===== src/rtl/life_state_controller_if.sv =====
// Game-control bundle between the life/state controller and the game-logic and renderer stages.
// master drives the player/collision inputs; slave is the controller.
interface life_state_controller_if;
    logic       start;
    logic       pacman_is_dead;
    logic       game_rst;
    logic       freeze;
    logic [1:0] lives;
    logic       game_over;
    logic [2:0] state;
    logic       death_blink;

    modport master (
        output start, pacman_is_dead,
        input  game_rst, freeze, lives, game_over, state, death_blink
    );

    modport slave (
        input  start, pacman_is_dead,
        output game_rst, freeze, lives, game_over, state, death_blink
    );
endinterface


===== src/rtl/life_state_controller.sv =====
// Pac-Man life/state sequencer IDLE->READY->PLAY->DYING->(READY|OVER); DEATH_BLINK_EN adds the death blink.
// Latency: outputs change one clk edge after the causing input; all outputs come from flops.
// Backpressure: none; start is edge-detected and pacman_is_dead is honoured only in PLAY.
module life_state_controller #(
    parameter int LIVES_INIT   = 3,
    parameter int READY_CYCLES = 50_000_000,
    parameter int DEATH_CYCLES = 100_000_000,
    parameter int BLINK_CYCLES = 12_500_000
) (
    input  logic                    clk,
    input  logic                    rst,
    life_state_controller_if.slave  bus
);

    typedef enum logic [2:0] {
        ST_IDLE  = 3'd0,
        ST_READY = 3'd1,
        ST_PLAY  = 3'd2,
        ST_DYING = 3'd3,
        ST_OVER  = 3'd4
    } state_t;

    localparam logic [26:0] READY_LAST = 27'(READY_CYCLES - 1);
    localparam logic [26:0] DEATH_LAST = 27'(DEATH_CYCLES - 1);
    localparam logic [1:0]  LIVES_RST  = 2'(LIVES_INIT);

    if (LIVES_INIT < 1 || LIVES_INIT > 3) begin : g_bad_lives
        $error("LIVES_INIT must be 1..3");
    end
    if (READY_CYCLES < 1 || READY_CYCLES >= 2**26) begin : g_bad_ready
        $error("READY_CYCLES must be 1..2^26-1");
    end
    if (DEATH_CYCLES < 1 || DEATH_CYCLES >= 2**27) begin : g_bad_death
        $error("DEATH_CYCLES must be 1..2^27-1");
    end
    if (BLINK_CYCLES < 1) begin : g_bad_blink
        $error("BLINK_CYCLES must be at least 1");
    end

    state_t      state_q, state_d;
    logic [26:0] cnt_q, cnt_d;
    logic        start_q;
    logic [1:0]  lives_q, lives_d;
    logic        start_rise;

    assign start_rise = bus.start & ~start_q;

    always_comb begin
        state_d = state_q;
        lives_d = lives_q;
        case (state_q)
            ST_IDLE:  if (start_rise) state_d = ST_READY;
            ST_READY: if (cnt_q == READY_LAST) state_d = ST_PLAY;
            ST_PLAY: begin
                if (bus.pacman_is_dead) begin
                    state_d = ST_DYING;
                    if (lives_q != 2'd0) lives_d = lives_q - 2'd1;
                end
            end
            ST_DYING: begin
                if (cnt_q == DEATH_LAST) state_d = (lives_q == 2'd0) ? ST_OVER : ST_READY;
            end
            ST_OVER:  if (start_rise) state_d = ST_IDLE;
            default:  state_d = ST_IDLE;
        endcase
        // A new game always starts with a full stock, including the OVER->IDLE return.
        if (state_d == ST_IDLE) lives_d = LIVES_RST;
        cnt_d = (state_d != state_q) ? 27'd0 : cnt_q + 27'd1;
    end

    // start_q resets high so a button held through reset is not taken as a press.
    always_ff @(posedge clk or posedge rst) begin
        if (rst) begin
            state_q <= ST_IDLE;
            cnt_q   <= 27'd0;
            start_q <= 1'b1;
            lives_q <= LIVES_RST;
        end else begin
            state_q <= state_d;
            cnt_q   <= cnt_d;
            start_q <= bus.start;
            lives_q <= lives_d;
        end
    end

    assign bus.game_rst  = (state_q != ST_PLAY) && (state_q != ST_DYING);
    assign bus.freeze    = (state_q != ST_PLAY);
    assign bus.game_over = (state_q == ST_OVER);
    assign bus.state     = state_q;
    assign bus.lives     = lives_q;

`ifdef DEATH_BLINK_EN
    localparam logic [26:0] BLINK_LAST = 27'(BLINK_CYCLES - 1);

    logic [26:0] blink_cnt_q, blink_cnt_d;
    logic        blink_q, blink_d;

    always_comb begin
        blink_cnt_d = 27'd0;
        blink_d     = 1'b0;
        if (state_d == ST_DYING) begin
            if (state_q != ST_DYING) begin
                blink_d = 1'b1;
            end else if (blink_cnt_q == BLINK_LAST) begin
                blink_d = ~blink_q;
            end else begin
                blink_d     = blink_q;
                blink_cnt_d = blink_cnt_q + 27'd1;
            end
        end
    end

    always_ff @(posedge clk or posedge rst) begin
        if (rst) begin
            blink_cnt_q <= 27'd0;
            blink_q     <= 1'b0;
        end else begin
            blink_cnt_q <= blink_cnt_d;
            blink_q     <= blink_d;
        end
    end

    assign bus.death_blink = blink_q;
`else
    assign bus.death_blink = 1'b0;
`endif

endmodule


===== src/flat_wrapper.sv =====
// flat-port wrapper written by rule: the top's interface ports become plain ports
module life_state_controller_flat 
#(
    parameter int LIVES_INIT   = 3,
    parameter int READY_CYCLES = 50_000_000,
    parameter int DEATH_CYCLES = 100_000_000,
    parameter int BLINK_CYCLES = 12_500_000
)
  (clk, rst, bus_start, bus_pacman_is_dead, bus_game_rst, bus_freeze, bus_lives, bus_game_over, bus_state, bus_death_blink);
  life_state_controller_if bus_i ();
  input  logic clk;
  input  logic rst;
  input wire logic [$bits(bus_i.start)-1:0] bus_start;
  input wire logic [$bits(bus_i.pacman_is_dead)-1:0] bus_pacman_is_dead;
  output wire logic [$bits(bus_i.game_rst)-1:0] bus_game_rst;
  output wire logic [$bits(bus_i.freeze)-1:0] bus_freeze;
  output wire logic [$bits(bus_i.lives)-1:0] bus_lives;
  output wire logic [$bits(bus_i.game_over)-1:0] bus_game_over;
  output wire logic [$bits(bus_i.state)-1:0] bus_state;
  output wire logic [$bits(bus_i.death_blink)-1:0] bus_death_blink;
  assign bus_i.start = bus_start;
  assign bus_i.pacman_is_dead = bus_pacman_is_dead;
  assign bus_game_rst = bus_i.game_rst;
  assign bus_freeze = bus_i.freeze;
  assign bus_lives = bus_i.lives;
  assign bus_game_over = bus_i.game_over;
  assign bus_state = bus_i.state;
  assign bus_death_blink = bus_i.death_blink;
  life_state_controller #(.LIVES_INIT(LIVES_INIT), .READY_CYCLES(READY_CYCLES), .DEATH_CYCLES(DEATH_CYCLES), .BLINK_CYCLES(BLINK_CYCLES)) u_core (.clk(clk), .rst(rst), .bus(bus_i));
endmodule

===== config.mk =====
export PLATFORM = sky130hd
export DESIGN_NAME = life_state_controller_flat
export DESIGN_NICKNAME = d
export VERILOG_FILES = /design/src/rtl/life_state_controller_if.sv /design/src/rtl/life_state_controller.sv /design/src/flat_wrapper.sv
export SDC_FILE = /design/constraint.sdc
export NUM_CORES = 1
export LEC_CHECK = 0
export CORE_ASPECT_RATIO = 1.25
export CORE_UTILIZATION = 40
export CTS_BUF_LIST = sky130_fd_sc_hd__clkbuf_4 sky130_fd_sc_hd__clkbuf_8
export CTS_CLUSTER_SIZE = 25
export DETAILED_ROUTE_END_ITERATION = 6
export PLACE_DENSITY = 0.69
export SLEW_MARGIN = 20
export SYNTH_ARGS = -nofsm -noshare
export SYNTH_HDL_FRONTEND = slang
export SYNTH_SLANG_ARGS = --single-unit

===== constraint.sdc =====
create_clock -name clk -period 2.4 [get_ports clk]
set_input_delay 0.48 -clock clk [delete_from_list [all_inputs] [get_ports clk]]
set_output_delay 0.48 -clock clk [all_outputs]
set_load 0.05 [all_outputs]

==> results.py, run 1 <==
metrics = {
    "yosys": {
        "synth-edff-count": 0,
        "synthXorXnorAreaFrac_pct": 12.8,
        "synthMuxAreaShare_pct": 0,
        "synth_compound_area_share_pct": 5.12,
        "synth_top_family_by_area": "simple AND/OR/NAND/NOR gates",
        "synth_nets": 198,
        "ys_ff_latch": 33,
        "synth-adder-area-share_pct": 1.40,
        "syn_area_um2": 1780,
        "synth_simple_gate_area_share_pct": 29.5,
        "yosysSeqAreaShare_pct": 46.5,
        "yosysWarningCount": 0,
        "syn_area_per_cell_um2": 9.29,
        "synthArstFlopShare_pct": 100,
        "syn_inst": 192,
        "ys_types": 39,
        "ys.flop_type": "dfrtp_1",
    },
    "routing": {
        "num_vias": 1399,
        "drt_drc_violations_left": 0,
        "viasPerCell": 5.30,
        "drt_pass1_iterations": 4,
        "drtIter0Drc": 58,
        "wl_per_cell_um": 13.3,
        "ant_nets": 0,
        "routed_wirelength_mm": 3.50,
    },
    "global_routing": {
        "grt.overflow.total": 0,
        "grt_max_degree": 34,
        "grt_pass1_wl_mm": 6.05,
        "grt_usage_pct": 17.1,
        "grt_pass1_vias": 1338,
        "antenna_found_initial": 0,
    },
    "timing": {
        "post-route-period-util_pct": 96.4,
        "fin_setup_tns_ns": 0,
        "hold_violations": 0,
        "max_freq_mhz": 432,
        "rsz0062_at_grt": "false",
        "timing_worst_slew_pin_value_ns": 0.699,
        "maxSlewViolCount": 0,
        "period_needed_ns": 2.31,
        "slew_headroom_pct": 53.2,
        "finalSetupViolCount": 0,
        "skew_ns": 0.00162,
    },
    "hold_path": {
        "hp-start": "u_core.cnt_q[0]",
        "holdPathStages": 1,
        "hp-class": "reg2reg",
        "hold_end": "u_core.cnt_q[0]",
    },
    "clocking": {
        "cts_root_buf": "clkbuf_8",
        "cts_tree": "done",
        "clockBufferDepth": 2,
        "cts_sinks": 33,
        "cts_htree_levels": 2,
        "cts_hold_buf": 0,
        "clk_latency_ns": 0.28,
        "clkTransAtPathRegs_ns": 0.06,
        "cts-buffers-inserted": 5,
    },
    "setup_path": {
        "reg2reg_depth": 7,
        "cp_max_fo": 7,
        "required_ns": 1.92,
        "worstReg2RegEnd": "u_core.cnt_q[2]",
        "regToRegSetupSlack_ns": 0.21,
        "r2r_start": "u_core.cnt_q[0]",
        "start_kind": "flip-flop",
        "worstSetupPathType": "reg2out",
        "arrival_ns": 1.83,
        "endpoint_kind": "output port",
    },
    "power": {
        "p_per_area_nw_per_um2": 617,
        "ir_drop_mv": 0.354,
        "p_total_mw": 1.26,
        "power_leakage_nw": 0.914,
    },
    "final_layout": {
        "layout_common_cells": "36 x nor2_1, 29 x dfrtp_1, 14 x nand2_1",
        "syn_to_final_growth_pct": 14.6,
        "instances_no_fill": 264,
        "layout_commonest_cell": "nor2_1",
        "final_nets": 213,
        "n_antenna_cell": 0,
        "drive_above_1_share_pct": 10.6,
    },
    "floorplan": {
        "start_util_pct": 42.8,
        "dieHeight_um": 76.6,
        "core_um2": 4160,
        "die_x_um": 61.7,
        "io_pins": 13,
        "die_area_um2": 4730,
        "num_rows": 26,
    },
    "placed_design": {
        "hpwlAfterDp_mm": 2.47,
        "port_buffers": 11,
        "gp_congestion": 0.856,
        "dp.cells": 256,
    },
    "status": {
        "status": "completed",
    },
    "flow_run": {
        "drv_cap": 0,
    },
}
where the power goes:
group          internal [mW]  switching, mW
sequential             0.620         0.0673
clock                  0.212          0.196
combinational         0.0756         0.0895
total                  0.907          0.353
Yosys cell counts (all sizes together), types with 2 or more instances:
master | n | area share (%)
nor2 | 36 | 7.6
dfrtp | 30 | 42
nand2 | 14 | 2.9
nand4 | 13 | 4.6
xnor2 | 13 | 6.4
xor2 | 13 | 6.4
inv | 9 | 1.9
nand3 | 9 | 2.5
nor3 | 5 | 1.7
clkbuf | 4 | 0.84
o21ai | 4 | 1.1
a21oi | 3 | 0.84
and3 | 3 | 1.1
and4 | 3 | 1.5
buf | 3 | 1.7
dfstp | 3 | 4.4
nand2b | 3 | 1.1
or3 | 3 | 1.1
and2 | 2 | 0.70
ha | 2 | 1.4
nor4 | 2 | 1.1
or4b | 2 | 1.1
critical path: stages (launching register included):
cell,delay [ns]
dfrtp_1,0.44
nand2b_2,0.23
nand2b_2,0.18
clkdlybuf4s50_1,0.69
registers in the layout, summed over array words and instances, names as in the netlist:
| name | flops |
|---|---|
| u_core.bus.state | 3 |
| u_core.cnt_q | 27 |
| u_core.bus.lives | 2 |
| u_core.start_q | 1 |
per-layer routing:
metal  share of wire (%)  wire (um)  track usage [%]  vias to the layer above
met3                 3.1        108             4.07                        6
met4                 2.2         76             8.00                        0
li1                    -          -                -                      680
met2                  51       1770             26.3                       29
met1                  44       1540             22.0                      684
met5                   0          0                0                        -
logic make-up (layout without fill, tap and decap cells):
logic type	Yosys count	count (layout)
other	1	1
AOI/OAI and AO/OA	13	13
buffers and inverters	16	32
DFF	33	33
xor gates and xnor gates	26	26
adders and majority gates	2	2
and+or+nand+nor	101	101
stage by stage:
step           worst slack, ns  hold slack [ns]  area [um2]  util (%)
6_report                0.0856            0.493        2040      49.1
5_1_grt               0.000386            0.525        2040      49.1
4_1_cts                 0.0284            0.497        2040      49.0
3_5_place_dp             0.226            0.486        1950      46.9
3_3_place_gp             0.263            0.486        1950      46.9
2_1_floorplan            0.117            0.450        1790         -
timing repair:
action	4_1_cts	5_1_grt
hold endpoints to repair	0	0
gates resized for setup	0	1
setup buffers	0	0
endpoints found under the setup margin	0	1
worst max path at each step:
stage	start	endpoint	depth (start not counted)
finish	u_core.bus.state[2]	bus_freeze	3
global route	u_core.bus.state[2]	bus_freeze	3
CTS	u_core.bus.state[1]	bus_game_over	3
detailed placement	u_core.cnt_q[0]	u_core.cnt_q[10]	7
global placement	u_core.cnt_q[0]	u_core.cnt_q[4]	7
floorplan	u_core.bus.state[1]	u_core.bus.lives[0]	6
layout make-up:
class | count | area (um2)
clock buffer | 6 | 76.3
clock inverter | 2 | 10.0
fill | 424 | 2120
inverter | 9 | 33.8
multi-input combinational | 143 | 880
sequential | 33 | 831
tap | 56 | 70.1
timing repair buffer | 15 | 143
Note: power is estimated with default switching activity, not from simulation.
==> run 2: changes to the inputs <==
--- a/config.mk
+++ b/config.mk
@@ -6,11 +6,13 @@
 export NUM_CORES = 1
 export LEC_CHECK = 0
 export CORE_ASPECT_RATIO = 1.25
+export CORE_MARGIN = 2
 export CORE_UTILIZATION = 40
 export CTS_BUF_LIST = sky130_fd_sc_hd__clkbuf_4 sky130_fd_sc_hd__clkbuf_8
 export CTS_CLUSTER_SIZE = 25
 export DETAILED_ROUTE_END_ITERATION = 6
 export PLACE_DENSITY = 0.69
+export RECOVER_POWER = 100
 export SLEW_MARGIN = 20
 export SYNTH_ARGS = -nofsm -noshare
 export SYNTH_HDL_FRONTEND = slang
==> run 2 against run 1 <==
  * Clock-buffer cell count up 1
  * First-iteration DRC count is 21% lower
  * Sequential share of layout area is essentially flat
  * Hold slack got worse by 0.011 ns
  * Fmax decreased by 0.13%
  * Largest power group unchanged
==> results.py, run 2 (same netlist as run 1, synthesis figures left out) <==
metrics = {
    "hold_path": {
        "holdPathStages": 1,
        "hp-class": "reg2reg",
    },
    "setup_path": {
        "cp_max_fo": 7,
        "worstSetupPathType": "reg2out",
        "arrival_ns": 1.84,
        "crit_chain": "nand2b_2 > nand2b_2 > clkdlybuf4s50_1",
        "path_common_cell": "nand2b_2",
        "path_buf_inv": 1,
        "endpoint_kind": "output port",
        "cpPeakStageDelay_ns": 0.70,
        "worstSetupPathDepth": 3,
        "reg2reg_depth": 6,
        "start_kind": "flip-flop",
        "critPathTopFamily": "buffers and inverters",
        "required_ns": 1.92,
        "slowest_stage": "clkdlybuf4s50_1",
    },
    "floorplan": {
        "core_um2": 4360,
        "die_x_um": 63.7,
        "io_pins": 13,
        "dieHeight_um": 78.6,
        "num_rows": 27,
        "start_util_pct": 40.9,
        "die_area_um2": 5010,
    },
    "global_routing": {
        "grt_pass1_wl_mm": 6.14,
        "antenna_found_initial": 0,
        "grt_max_degree": 28,
        "grt_usage_pct": 16.0,
        "grt_pass1_vias": 1359,
        "grt.overflow.total": 0,
    },
    "final_layout": {
        "fillers": 422,
        "layout_commonest_cell": "nor2_1",
        "top_register": "u_core.cnt_q",
        "syn_to_final_growth_pct": 14.5,
        "drive_above_1_share_pct": 9.22,
        "n_antenna_cell": 0,
        "final_nets": 212,
        "largest_reg_flops": 27,
        "layout_common_cells": "36 x nor2_1, 29 x dfrtp_1, 14 x nand2_1",
    },
    "clocking": {
        "cts_htree_levels": 2,
        "clk_latency_ns": 0.28,
        "cts_resized": 0,
        "clkTransAtPathRegs_ns": 0.06,
        "cts_hold_buf": 0,
        "cts_sinks": 33,
        "cts_tree": "done",
        "clockBufferDepth": 2,
        "postCtsSetupRepairBufs": 0,
        "cts-buffers-inserted": 5,
        "cts_root_buf": "clkbuf_8",
    },
    "power": {
        "ir_drop_mv": 0.443,
        "power_leakage_nw": 0.881,
        "p_per_area_nw_per_um2": 623,
    },
    "placed_design": {
        "gp_congestion": 0.748,
        "port_buffers": 11,
        "dp_slack_ns": 0.278,
        "hpwlAfterDp_mm": 2.42,
    },
    "timing": {
        "max_freq_mhz": 432,
        "finalSetupViolCount": 0,
        "timing_worst_slew_pin_value_ns": 1.08,
        "rsz0062_at_grt": "false",
        "slew_headroom_pct": 28.1,
        "setup_ws_ns": 0.0825,
        "skew_ns": 0.00404,
        "fin_setup_tns_ns": 0,
        "post-route-period-util_pct": 96.6,
        "hold_violations": 0,
        "period_needed_ns": 2.32,
        "maxSlewViolCount": 0,
    },
    "routing": {
        "num_vias": 1366,
        "routed_wirelength_mm": 3.39,
        "ant_nets": 0,
        "viasPerCell": 5.17,
        "drtIter0Drc": 46,
        "drt_pass1_iterations": 4,
        "drt_drc_violations_left": 0,
        "wl_per_cell_um": 12.8,
    },
    "flow_run": {
        "drv_cap": 0,
    },
    "status": {
        "status": "completed",
    },
}
run 2: cell types whose count changed in the layout (fill, tap and decap cells not counted):
cell,delta
dlygate4sd3_1,+8
clkinv_2,-2
buf_4,-3
clkbuf_8,+1
dlymetal6s2s_1,-1
buf_12,+1
clkbuf_1,+2
clkdlybuf4s50_1,-8
run 2: through the flow:
step	area, um2	std cells	power, mW	hold WS, ns	util [%]
finish	2040	264	1.27	0.481	46.9
floorplan	1790	192	0.818	0.450	-
CTS	2060	264	1.30	0.485	47.4
global route	2040	264	1.35	0.519	46.9
global placement	1970	257	0.855	0.469	45.3
detailed placement	1970	257	0.861	0.477	45.3
run 2: worst paths after layout:
kind                                            end                start  slack, ns
worst max-delay path                     bus_freeze  u_core.bus.state[2]       0.08
worst max register to register     u_core.cnt_q[17]     u_core.cnt_q[19]       0.26
worst min register to register      u_core.cnt_q[0]      u_core.cnt_q[0]       0.48
max in group asynchronous          u_core.cnt_q[14]                  rst       0.42
worst min-delay path                u_core.cnt_q[0]      u_core.cnt_q[0]       0.48
min in group asynchronous       u_core.bus.state[2]                  rst       0.64
run 2: layout make-up:
cell class / count / area [um2] / share of cell area, %
Clock buffer: 7 / 90.1 / 4.41
Timing Repair Buffer: 14 / 135 / 6.62
Inverter: 9 / 33.8 / 1.65
Tap cell: 58 / 72.6 / 3.55
Multi-Input combinational cell: 143 / 880 / 43.1
Sequential cell: 33 / 831 / 40.7
run 2: report_power, final:
part	leakage [nW]	internal [mW]	switching, mW
Combinational	0.403	0.0743	0.0895
Sequential	0.430	0.620	0.0639
Clock	0.0477	0.238	0.185
Total	0.881	0.933	0.338
run 2: layer usage:
metal  up-vias  global-route usage (%)  share of wire, %
met3         7                    4.44               3.5
met5         -                       0                 0
li1        676                       -                 -
met1       656                    18.7                45
met4         0                    6.52               2.0
met2        27                    27.4                49
==> run 3: changes to the inputs <==
--- a/config.mk
+++ b/config.mk
@@ -7,11 +7,11 @@
 export LEC_CHECK = 0
 export CORE_ASPECT_RATIO = 1.25
 export CORE_MARGIN = 2
-export CORE_UTILIZATION = 40
+export CORE_UTILIZATION = 50
 export CTS_BUF_LIST = sky130_fd_sc_hd__clkbuf_4 sky130_fd_sc_hd__clkbuf_8
 export CTS_CLUSTER_SIZE = 25
 export DETAILED_ROUTE_END_ITERATION = 6
-export PLACE_DENSITY = 0.69
+export PLACE_DENSITY = 0.81
 export RECOVER_POWER = 100
 export SLEW_MARGIN = 20
 export SYNTH_ARGS = -nofsm -noshare
==> run 3 against run 2 <==
  * Utilization is 12 points higher
  * Fmax about the same
  * Sequential power rose by 0.7%
  * Register-to-register slack got worse by 0.12 ns
  * Clock skew is essentially flat
  * Critical path type unchanged
  * Largest power group unchanged
==> results.py, run 3 (same netlist as run 1, synthesis figures left out) <==
metrics = {
    "routing": {
        "wl_met1_mm": 1.49,
        "routed.top_layer": "met4",
        "wl_per_cell_um": 13.8,
        "drt_pass1_iterations": 4,
        "dr_wl_met3_um": 127,
        "ant_nets": 0,
        "drt_drc_violations_left": 0,
        "drtIter0Drc": 56,
        "num_vias": 1374,
        "dr_wl_met2_mm": 1.73,
        "routed_wirelength_mm": 3.42,
        "viasPerCell": 5.56,
    },
    "global_routing": {
        "grt_pass1_wl_mm": 5.78,
        "grt_max_degree": 34,
        "grt_usage_pct": 18.4,
        "antenna_found_initial": 0,
        "grt_pass1_vias": 1316,
        "grt.overflow.total": 0,
    },
    "final_layout": {
        "largest_reg_flops": 27,
        "post-route-util_pct": 59.3,
        "layout_commonest_cell": "nor2_1",
        "n_antenna_cell": 0,
        "syn_to_final_growth_pct": 14.8,
        "top_register": "u_core.cnt_q",
        "layout_common_cells": "36 x nor2_1, 29 x dfrtp_1, 14 x nand2_1",
        "drive_above_1_share_pct": 10.1,
        "instances_no_fill": 247,
        "final_nets": 213,
    },
    "timing": {
        "maxSlewViolCount": 0,
        "max_freq_mhz": 432,
        "timing_worst_slew_pin_value_ns": 0.789,
        "hold_violations": 0,
        "skew_ns": 0.00435,
        "finalSetupViolCount": 0,
        "worst_hold_slack_ns": 0.500,
        "post-route-period-util_pct": 96.5,
        "period_needed_ns": 2.32,
        "fin_setup_tns_ns": 0,
        "rsz0062_at_grt": "false",
        "slew_headroom_pct": 47.4,
    },
    "placed_design": {
        "dp.cells": 239,
        "port_buffers": 11,
        "hpwlAfterDp_mm": 2.43,
        "gp_congestion": 0.844,
    },
    "setup_path": {
        "regToRegSetupSlack_ns": 0.14,
        "crit_chain": "nand2b_2 > nand2b_2 > clkdlybuf4s50_1",
        "crit_start": "u_core.bus.state[2]",
        "r2r_start": "u_core.cnt_q[19]",
        "path_buf_inv": 1,
        "critPathTopFamily": "buffers and inverters",
        "arrival_ns": 1.84,
        "worstSetupPathDepth": 3,
        "worstReg2RegEnd": "u_core.cnt_q[19]",
        "reg2reg_depth": 6,
        "worstSetupPathType": "reg2out",
        "endpoint_kind": "output port",
        "cpPeakStageDelay_ns": 0.70,
        "start_kind": "flip-flop",
        "cp_max_fo": 7,
        "slowest_stage": "clkdlybuf4s50_1",
        "required_ns": 1.92,
        "path_common_cell": "nand2b_2",
        "crit_end": "bus_freeze",
    },
    "flow_run": {
        "drv_cap": 0,
    },
    "clocking": {
        "cts-buffers-inserted": 5,
        "cts_root_buf": "clkbuf_8",
        "cts_tree": "done",
        "cts_htree_levels": 2,
        "cts_resized": 0,
        "clockBufferDepth": 2,
        "clkTransAtPathRegs_ns": 0.07,
        "clk_latency_ns": 0.29,
        "cts_hold_buf": 0,
        "postCtsSetupRepairBufs": 0,
        "cts_sinks": 33,
    },
    "power": {
        "comb_power_share_pct": 11.1,
        "internal_power_mw": 1.11,
        "seqPwrFrac_pct": 47.0,
        "clkPwrFrac_pct": 41.8,
        "p_sw_share_pct": 24.5,
        "p_per_area_nw_per_um2": 715,
        "ir_drop_mv": 0.496,
        "power_leakage_nw": 0.910,
        "p_total_mw": 1.46,
        "p_sw_mw": 0.358,
    },
    "floorplan": {
        "core_um2": 3450,
        "dieHeight_um": 70.8,
        "io_pins": 13,
        "die_x_um": 57.4,
        "start_util_pct": 51.6,
        "die_area_um2": 4060,
        "num_rows": 24,
    },
    "status": {
        "status": "completed",
    },
    "hold_path": {
        "hp-class": "reg2reg",
        "holdPathStages": 1,
    },
}
run 3: cell count changes in the layout (fill, tap and decap cells not counted), sizes merged:
cell | before | now
clkbuf | 9 | 7
clkdlybuf4s50 | 2 | 3
bufinv | 0 | 2
clkinv | 0 | 1
run 3: per-layer routing:
| metal | vias up | track usage [%] |
|---|---|---|
| met5 | - | 0 |
| met4 | 0 | 8.79 |
| met3 | 6 | 4.57 |
| met2 | 30 | 31.8 |
| met1 | 656 | 20.7 |
| li1 | 682 | - |
run 3: power groups by stage:
stage                     Combinational (mW)  Sequential (mW)  Clock [mW]
final                                  0.163            0.689       0.612
after global routing                   0.189            0.697       0.644
after CTS                              0.169            0.686       0.619
after detailed placement               0.166            0.697           0
after global placement                 0.163            0.692           0
after floorplan                        0.137            0.681           0
run 3: per-stage QoR:
step | setup WS [ns] | instance area [um2]
floorplan | 0.117 | 1790
global placement | 0.349 | 1930
detailed placement | 0.305 | 1930
CTS | 0.0635 | 2070
global route | 0.00969 | 2050
finish | 0.0831 | 2050
run 3: layout make-up:
cell class / count / area (um2)
fill: 290 / 1410
multi-input combinational: 143 / 867
sequential: 33 / 831
timing repair buffer: 15 / 133
clock buffer: 5 / 68.8
clock inverter: 3 / 65.1
tap: 39 / 48.8
inverter: 9 / 33.8
run 3: worst min path at each step:
stage                                from               to  slack (ns)
final                     u_core.cnt_q[0]  u_core.cnt_q[0]        0.50
after global routing      u_core.cnt_q[0]  u_core.cnt_q[0]        0.52
after CTS                 u_core.cnt_q[0]  u_core.cnt_q[0]        0.50
after detailed placement  u_core.cnt_q[0]  u_core.cnt_q[0]        0.50
after global placement    u_core.cnt_q[0]  u_core.cnt_q[0]        0.46
after floorplan           u_core.cnt_q[0]  u_core.cnt_q[0]        0.45
